## config.mk

```make
export PLATFORM = sky130hd
export DESIGN_NAME = audio_dac_i2s_tx
export DESIGN_NICKNAME = d
export VERILOG_FILES = /design/src/rtl/audio_dac_i2s_tx.sv
export SDC_FILE = /design/constraint.sdc
export NUM_CORES = 1
export LEC_CHECK = 0
export CAP_MARGIN = 20
export CORE_MARGIN = 1
export CORE_UTILIZATION = 60
export DETAILED_ROUTE_END_ITERATION = 6
export PLACE_DENSITY = 0.85
export SLEW_MARGIN = 30
export SYNTH_ARGS = -nofsm -noshare
export SYNTH_HDL_FRONTEND = slang
export SYNTH_SLANG_ARGS = --single-unit
```

## constraint.sdc

```tcl
create_clock -name clk -period 5.4 [get_ports clk]
set_input_delay 1.08 -clock clk [delete_from_list [all_inputs] [get_ports clk]]
set_output_delay 1.08 -clock clk [all_outputs]
set_load 0.01 [all_outputs]
```

## src/rtl/audio_dac_i2s_tx.sv

```systemverilog
// I2S master transmitter for the WM8731 DAC path: FIFO-buffered stereo PCM serialised on BCLK/DACLRCK/DACDAT.
// Frame load on enable and on each frame wrap; an empty FIFO at load transmits zeros and flags underflow.
module audio_dac_i2s_tx #(
  parameter int DATA_WIDTH = 16,
  parameter int SLOT_BITS  = 32,
  parameter int BCLK_HALF  = 8,
  parameter int FIFO_DEPTH = 4
) (
  input  logic                            clk,
  input  logic                            reset,
  input  logic                            enable,
  input  logic                            s_valid,
  input  logic [DATA_WIDTH-1:0]           s_left,
  input  logic [DATA_WIDTH-1:0]           s_right,
  output logic                            s_ready,
  output logic                            aud_bclk,
  output logic                            aud_daclrck,
  output logic                            aud_dacdat,
  output logic                            frame_start,
  output logic                            underflow,
  output logic [15:0]                     underflow_count,
  output logic [$clog2(FIFO_DEPTH):0]     fifo_level
);

  localparam int BIT_W = $clog2(2*SLOT_BITS);
  localparam int CNT_W = $clog2(BCLK_HALF);
  localparam int PTR_W = $clog2(FIFO_DEPTH);
  localparam int LVL_W = PTR_W + 1;
  localparam logic [BIT_W-1:0] BIT_LAST  = BIT_W'(2*SLOT_BITS - 1);
  localparam logic [BIT_W-1:0] SLOT_B    = BIT_W'(SLOT_BITS);
  localparam logic [CNT_W-1:0] CNT_LAST  = CNT_W'(BCLK_HALF - 1);
  localparam logic [LVL_W-1:0] LVL_FULL  = LVL_W'(FIFO_DEPTH);

  typedef enum logic {IDLE, RUN} state_t;

  state_t                    state;
  logic [2*DATA_WIDTH-1:0]   mem [FIFO_DEPTH];
  logic [PTR_W-1:0]          wr_ptr, rd_ptr;
  logic [LVL_W-1:0]          count;
  logic [CNT_W-1:0]          bclk_cnt;
  logic [BIT_W-1:0]          bit_cnt;
  logic [DATA_WIDTH-1:0]     shadow_l, shadow_r;

  logic fifo_full, fifo_empty, push, pop;
  logic start, bclk_tick, fall, wrap, load;
  logic [BIT_W-1:0] next_bit;
  logic [2*DATA_WIDTH-1:0] head;

  // Bit k of the slot: k=0 is the I2S one-bit delay, then MSB first, then zero padding.
  function automatic logic slot_bit(input logic [BIT_W-1:0] b,
                                    input logic [DATA_WIDTH-1:0] l,
                                    input logic [DATA_WIDTH-1:0] r);
    int k;
    logic [DATA_WIDTH-1:0] s;
    logic [DATA_WIDTH-1:0] sh;
    k = int'(b);
    s = l;
    if (k >= SLOT_BITS) begin
      k = k - SLOT_BITS;
      s = r;
    end
    if (k >= 1 && k <= DATA_WIDTH) begin
      sh = s >> (DATA_WIDTH - k);
      return sh[0];
    end
    return 1'b0;
  endfunction

  assign fifo_full  = (count == LVL_FULL);
  assign fifo_empty = (count == '0);
  assign s_ready    = !fifo_full;
  assign fifo_level = count;
  assign push       = s_valid && !fifo_full;
  assign head       = mem[rd_ptr];

  always_comb begin
    start     = (state == IDLE) && enable;
    bclk_tick = (state == RUN) && enable && (bclk_cnt == CNT_LAST);
    fall      = bclk_tick && aud_bclk;
    wrap      = fall && (bit_cnt == BIT_LAST);
    load      = start || wrap;
    pop       = load && !fifo_empty;
    next_bit  = wrap ? '0 : bit_cnt + 1'b1;
  end

  always_ff @(posedge clk) begin
    if (push) mem[wr_ptr] <= {s_left, s_right};
  end

  always_ff @(posedge clk) begin
    if (reset) begin
      state           <= IDLE;
      wr_ptr          <= '0;
      rd_ptr          <= '0;
      count           <= '0;
      bclk_cnt        <= '0;
      bit_cnt         <= '0;
      shadow_l        <= '0;
      shadow_r        <= '0;
      aud_bclk        <= 1'b0;
      aud_daclrck     <= 1'b0;
      aud_dacdat      <= 1'b0;
      frame_start     <= 1'b0;
      underflow       <= 1'b0;
      underflow_count <= '0;
    end else begin
      if (push) wr_ptr <= wr_ptr + 1'b1;
      if (pop)  rd_ptr <= rd_ptr + 1'b1;
      case ({push, pop})
        2'b10:   count <= count + 1'b1;
        2'b01:   count <= count - 1'b1;
        default: ;
      endcase

      frame_start <= load;
      underflow   <= load && fifo_empty;
      if (load && fifo_empty && underflow_count != 16'hFFFF)
        underflow_count <= underflow_count + 1'b1;

      // Loaded shadow registers are only consumed from k=1 onward, so loading at the wrap is safe.
      if (load) begin
        shadow_l <= pop ? head[2*DATA_WIDTH-1:DATA_WIDTH] : '0;
        shadow_r <= pop ? head[DATA_WIDTH-1:0] : '0;
      end

      case (state)
        IDLE: begin
          bclk_cnt    <= '0;
          bit_cnt     <= '0;
          aud_bclk    <= 1'b0;
          aud_daclrck <= 1'b0;
          aud_dacdat  <= 1'b0;
          if (enable) state <= RUN;
        end
        RUN: begin
          if (!enable) begin
            state       <= IDLE;
            bclk_cnt    <= '0;
            bit_cnt     <= '0;
            aud_bclk    <= 1'b0;
            aud_daclrck <= 1'b0;
            aud_dacdat  <= 1'b0;
          end else if (bclk_cnt == CNT_LAST) begin
            bclk_cnt <= '0;
            aud_bclk <= !aud_bclk;
            if (aud_bclk) begin
              bit_cnt     <= next_bit;
              aud_daclrck <= (next_bit >= SLOT_B);
              aud_dacdat  <= slot_bit(next_bit, shadow_l, shadow_r);
            end
          end else begin
            bclk_cnt <= bclk_cnt + 1'b1;
          end
        end
        default: state <= IDLE;
      endcase
    end
  end

endmodule

```

==> impl_metrics.tcl, run 1 <==
set metrics [dict create \
    regToRegSetupSlack_ps 1740 \
    hold_viol 0 \
    power_density_nw_per_um2 396 \
    clk_latency_ps 440 \
    tightest_slew_ps 846 \
    setup_viol 0 \
    die_area_um2 14400 \
    wl_um 15800 \
    yosysUniqueCellTypes 49 \
    grt_start_max_net_pins 67 \
    holdBufCountCts 0 \
    dpl.hpwl_um 10000 \
    syn-instance-count 649 \
    grt_pass1_wl_um 26000 \
    synth-edff-count 128 \
    synth_top_area_cell "edfxtp_1" \
    post_cts_resized 0 \
    reg2reg_depth 10 \
    dr.pass1.iters 6 \
    fin_setup_tns_ps 0 \
    placeableCoreArea_um2 13400 \
    fin_crit_ps 3690 \
    seq_area_frac_synth 0.632 \
    portBuffers 60 \
    grt_use_total 0.240 \
    die_w_um 120 \
    ant_nets 0 \
    utilization 0.724 \
    place.gp.congestion 0.905 \
    min_path_type "register to register" \
    syn2layout_area_growth_pct 16.1 \
    pin_count 61 \
    cts_sinks 200 \
    rr_startpoint "bit_cnt[0]" \
    layout_commonest_cell "edfxtp_1" \
    syn-cell-area_um2 8360 \
    cts-root-buf "clkbuf_16" \
    end_kind "register" \
    fin_skew_ps 5.08 \
    wl_per_cell_um 17.6 \
    yosys_warnings 0 \
    whs_path_depth 1 \
    final_cell_mix "edfxtp_1 (128), nor2_1 (104), dfxtp_1 (70)" \
    htreeDepth 4 \
    tritoncts.num_buffers 17 \
    cap_violations 0 \
    drtIter0Drc 456 \
    globalRoute.totalOverflow 0 \
    start_util 0.624 \
    rsz0062_at_grt "no" \
    fmax_mhz 271 \
    num_vias 5193 \
    cts_buffer_depth 2 \
    run_status "completed" \
    synth_ff_type "edfxtp_1" \
    cp_data_required_time_ps 5760 \
    crit_arrival_ps 4050 \
    viasPerCell 5.80 \
    layout-drive-gt1-share 0.114 \
    drc 0 \
    whs_endpoint "bclk_cnt[0]" \
    fin_crit_sh 0.684 \
    ir_worst_vdd_mv 0.338 \
    path_class "primary input to register" \
    ys_top_cells_by_area "edfxtp_1 (46%), dfxtp_1 (17%), mux4_2 (9.7%), nor2_1 (4.7%), ha_1 (3.1%)" \
    leakage_uw 0.00338 \
    postCtsSetupBuffers 0 \
    drv_slew 0 \
    cts_tree "built" \
    syn_area_per_cell_um2 12.9 \
    synth_top_area_share 0.460 \
    async_reset_ff_frac 0 \
    crit_fanout 4 \
    relSlewSlack 0.436 \
    hp-start "bclk_cnt[0]" \
    clkSlewWorstSetupHoldPaths_ps 60 \
    num_rows 42 \
    reg2reg_to "aud_dacdat" \
    antenna_cells 0 \
    grt_antenna_before_repair 0 \
    cp-start-kind "primary input" \
    grt_pass1_vias 5253 \
    final_nets 765 \
    ys_ff_latch 200 \
    fp.dieH_um 120 \
]
-- area by class of cell --
cell class	instances	area, um2
inverters	15	56.3
repair buffers	67	651
clock buffers	21	460
flip-flops and latches	200	5290
well taps	176	220
clock inverters	11	121
multi-input cells	406	2910
fillers	877	3690
-- layer usage --
layer  vias to the layer above  share of wire  track usage
met3                        37          0.041       0.0523
met1                      2526           0.41        0.287
li1                       2477              -            -
met5                         -              0            0
met4                         0          0.024        0.102
met2                       153           0.53        0.417
-- Yosys cell counts, types with 4 or more instances --
cell type,count
nor2_1,104
xnor2_1,7
nand4_1,9
dfxtp_1,72
a31oi_1,10
and3_1,9
or3_1,7
a211o_1,4
ha_1,21
inv_1,15
a21oi_1,47
o21ai_0,10
nand3_1,14
nor3_1,6
xor2_1,16
nand2_1,56
edfxtp_1,128
clkbuf_1,25
mux2i_1,4
mux4_2,36
buf_1,8
-- critical path, cell delays in order --
cell             delay, ps
clkdlybuf4s50_1        560
nand4_2                190
o211ai_1               220
o2111ai_1              190
inv_1                  170
nor2_1                  70
ha_1                   200
or4b_2                 680
nor3_1                 240
nand4_1                120
a211o_1                230
o22ai_1                110
-- sequential cells by signal, summed over array words and instances (netlist names), 3 cells and up, named ones only --
name / count
mem: 128
shadow_l: 16
shadow_r: 16
underflow_count: 16
bit_cnt: 6
bclk_cnt: 3
fifo_level: 3
-- worst max path at each step --
stage	from	endpoint	slack, ps	cells after the start
floorplan	enable	aud_dacdat	2150	11
global placement	enable	aud_dacdat	1430	12
detailed placement	enable	aud_dacdat	1290	12
CTS	enable	aud_dacdat	1740	12
global route	bit_cnt[0]	aud_dacdat	1450	10
finish	enable	aud_dacdat	1710	12
-- through the flow --
step	hold slack, ps	instances	cell area (um2)	power (uW)	setup WS, ps
floorplan	408	657	8390	2410	2150
global placement	415	864	9120	2600	1430
detailed placement	465	864	9120	2640	1290
CTS	474	896	9700	3870	1740
global route	497	896	9710	4020	1450
finish	469	896	9710	3840	1710
-- logic make-up after synthesis --
kind of cell | synth area share
flip-flops | 0.632
AO/OA/AOI/OAI | 0.0617
other | 0.000449
multiplexers | 0.103
buffers and inverters | 0.0241
XOR/XNOR | 0.0241
AND/OR/NAND/NOR | 0.120
adder cells (fa/ha/maj) | 0.0338
-- where the power goes --
group          internal [uW]  leakage [uW]  total (uW)  switching (uW)
registers               1790       0.00176        1870            77.8
clock network            705      0.000275        1230             528
logic                    328       0.00134         740             412
Power figures use the tool's default switching activity.
==> run 2: changes to the inputs <==
CORE_UTILIZATION = 58   (was 60)
PLACE_DENSITY = 0.83   (was 0.85)
clock period = 3.6 ns   (was 5.4 ns; I/O delays follow)
==> impl_metrics.tcl, run 2 (same netlist as run 1, synthesis figures left out) <==
set metrics [dict create \
    num_rows 43 \
    wl_per_cell_um 17.9 \
    min_path_type "register to register" \
    reg2reg_to "fifo_level[2]" \
    cap_violations 0 \
    setup.worst_path.start "bclk_cnt[0]" \
    hold_viol 0 \
    fill_cells 917 \
    cts-root-buf "clkbuf_16" \
    globalRoute.totalOverflow 0 \
    num_vias 5312 \
    place.gp.congestion 0.831 \
    grt_pass1_vias 5294 \
    portBuffers 60 \
    crit_end "fifo_level[2]" \
    dpl.hpwl_um 10100 \
    stdcell_area_um2 9800 \
    rr_startpoint "bclk_cnt[0]" \
    grt_start_max_net_pins 67 \
    die_area_um2 14900 \
    fin_setup_tns_ps 0 \
    pre_cts_ws_ps 52.4 \
    cp-start-kind "register" \
    relSlewSlack 0.390 \
    cts_tree "built" \
    largest_reg_flops 128 \
    final_cell_mix "edfxtp_1 (128), nor2_1 (104), dfxtp_1 (70)" \
    fin_skew_ps 12.6 \
    crit_fanout 8 \
    largest_register "mem" \
    cts_buffer_depth 2 \
    grt_use_total 0.235 \
    postCtsSetupBuffers 0 \
    wl_um 16300 \
    critPathMostFrequentCell "ha_1" \
    fin_crit_ps 3220 \
    pin_count 61 \
    crit_arrival_ps 3580 \
    placed_cell_area_um2 9200 \
    regToRegSetupSlack_ps 380 \
    syn2layout_area_growth_pct 17.2 \
    clkSlewWorstSetupHoldPaths_ps 70 \
    drc 0 \
    layout_commonest_cell "edfxtp_1" \
    layout-drive-gt1-share 0.126 \
    end_kind "register" \
    holdBufCountCts 0 \
    worst_slack_ps 379 \
    power_density_nw_per_um2 595 \
    grt_pass1_wl_um 26200 \
    antenna_cells 0 \
    fin_crit_sh 0.895 \
    viasPerCell 5.84 \
    die_w_um 122 \
    placeableCoreArea_um2 14000 \
    cp_data_required_time_ps 3960 \
    tritoncts.num_buffers 17 \
    drtIter0Drc 407 \
    reg2reg_depth 13 \
    power.total_uw 5830 \
    grt_antenna_before_repair 0 \
    rsz0062_at_grt "no" \
    dr.pass1.iters 5 \
    run_status "completed" \
    fp.dieH_um 122 \
    drv_slew 0 \
    post_cts_resized 0 \
    clk_latency_ps 440 \
    cpPeakStageDelay_ps 370 \
    final_nets 774 \
    fmax_mhz 310 \
    leakage_uw 0.00343 \
    crit_slowest_cell "nor3_4" \
    dp_cells 877 \
    cts_sinks 200 \
    stdcell_count 909 \
    path_class "register to register" \
    tightest_slew_ps 916 \
    setup_viol 0 \
    start_util 0.598 \
    ir_worst_vdd_mv 0.488 \
    htreeDepth 4 \
    ant_nets 0 \
    crit_path_cell_trace "ha_1 > ha_1 > nand2_1 > buf_4 > nor3_4 > a21oi_4 > nor2b_1 > ha_1 > inv_1 > fa_1 > xor2_1 > or3_1 > a21oi_1" \
]
-- run 2: cell type report --
cell class | instances | area, um2 | share of cell area
Multi-Input combinational cell | 406 | 2910 | 0.297
Inverter | 15 | 56.3 | 0.00575
Timing Repair Buffer | 76 | 718 | 0.0733
Sequential cell | 200 | 5290 | 0.540
Clock inverter | 15 | 173 | 0.0176
Clock buffer | 17 | 425 | 0.0434
Tap cell | 180 | 225 | 0.0230
-- run 2: worst min-delay path by stage --
stage,cells past startpoint,endpoint,start,slack (ps)
global route,1,bclk_cnt[0],bclk_cnt[0],480
CTS,1,bclk_cnt[0],bclk_cnt[0],460
floorplan,1,bclk_cnt[0],bclk_cnt[0],410
finish,1,bclk_cnt[0],bclk_cnt[0],460
global placement,1,bclk_cnt[0],bclk_cnt[0],420
detailed placement,1,bclk_cnt[0],bclk_cnt[0],450
-- run 2: layer usage --
layer,track usage,up-vias,share of wire
met4,0.0808,0,0.021
met2,0.406,158,0.51
li1,-,2502,-
met5,0,-,0
met1,0.288,2628,0.42
met3,0.0562,24,0.049
-- run 2: stage by stage --
stage               hold slack (ps)  utilization
finish                          456        0.700
global route                    479        0.700
CTS                             459        0.700
detailed placement              449        0.657
global placement                415        0.657
floorplan                       408            -
-- run 2: worst max-delay path: cells and delay by family, from the launching register on --
| kind | cells | cell delay, ps |
|---|---|---|
| fa+ha+maj | 4 | 1010 |
| buf+inv | 2 | 280 |
| simple gates | 4 | 1130 |
| compound gates | 2 | 220 |
| flops | 1 | 350 |
| xor+xnor | 1 | 160 |
-- run 2: power breakdown --
part | leakage, uW | internal, uW | switching, uW | total [uW]
logic | 0.00139 | 499 | 574 | 1070
registers | 0.00176 | 2680 | 169 | 2850
clock network | 0.000281 | 1040 | 866 | 1900
==> run 3: changes to the inputs <==
CTS_CLUSTER_SIZE = 10   (was not set)
==> results of run 3 <==
Final layout, timing and power as in run 2 (identical DEF).
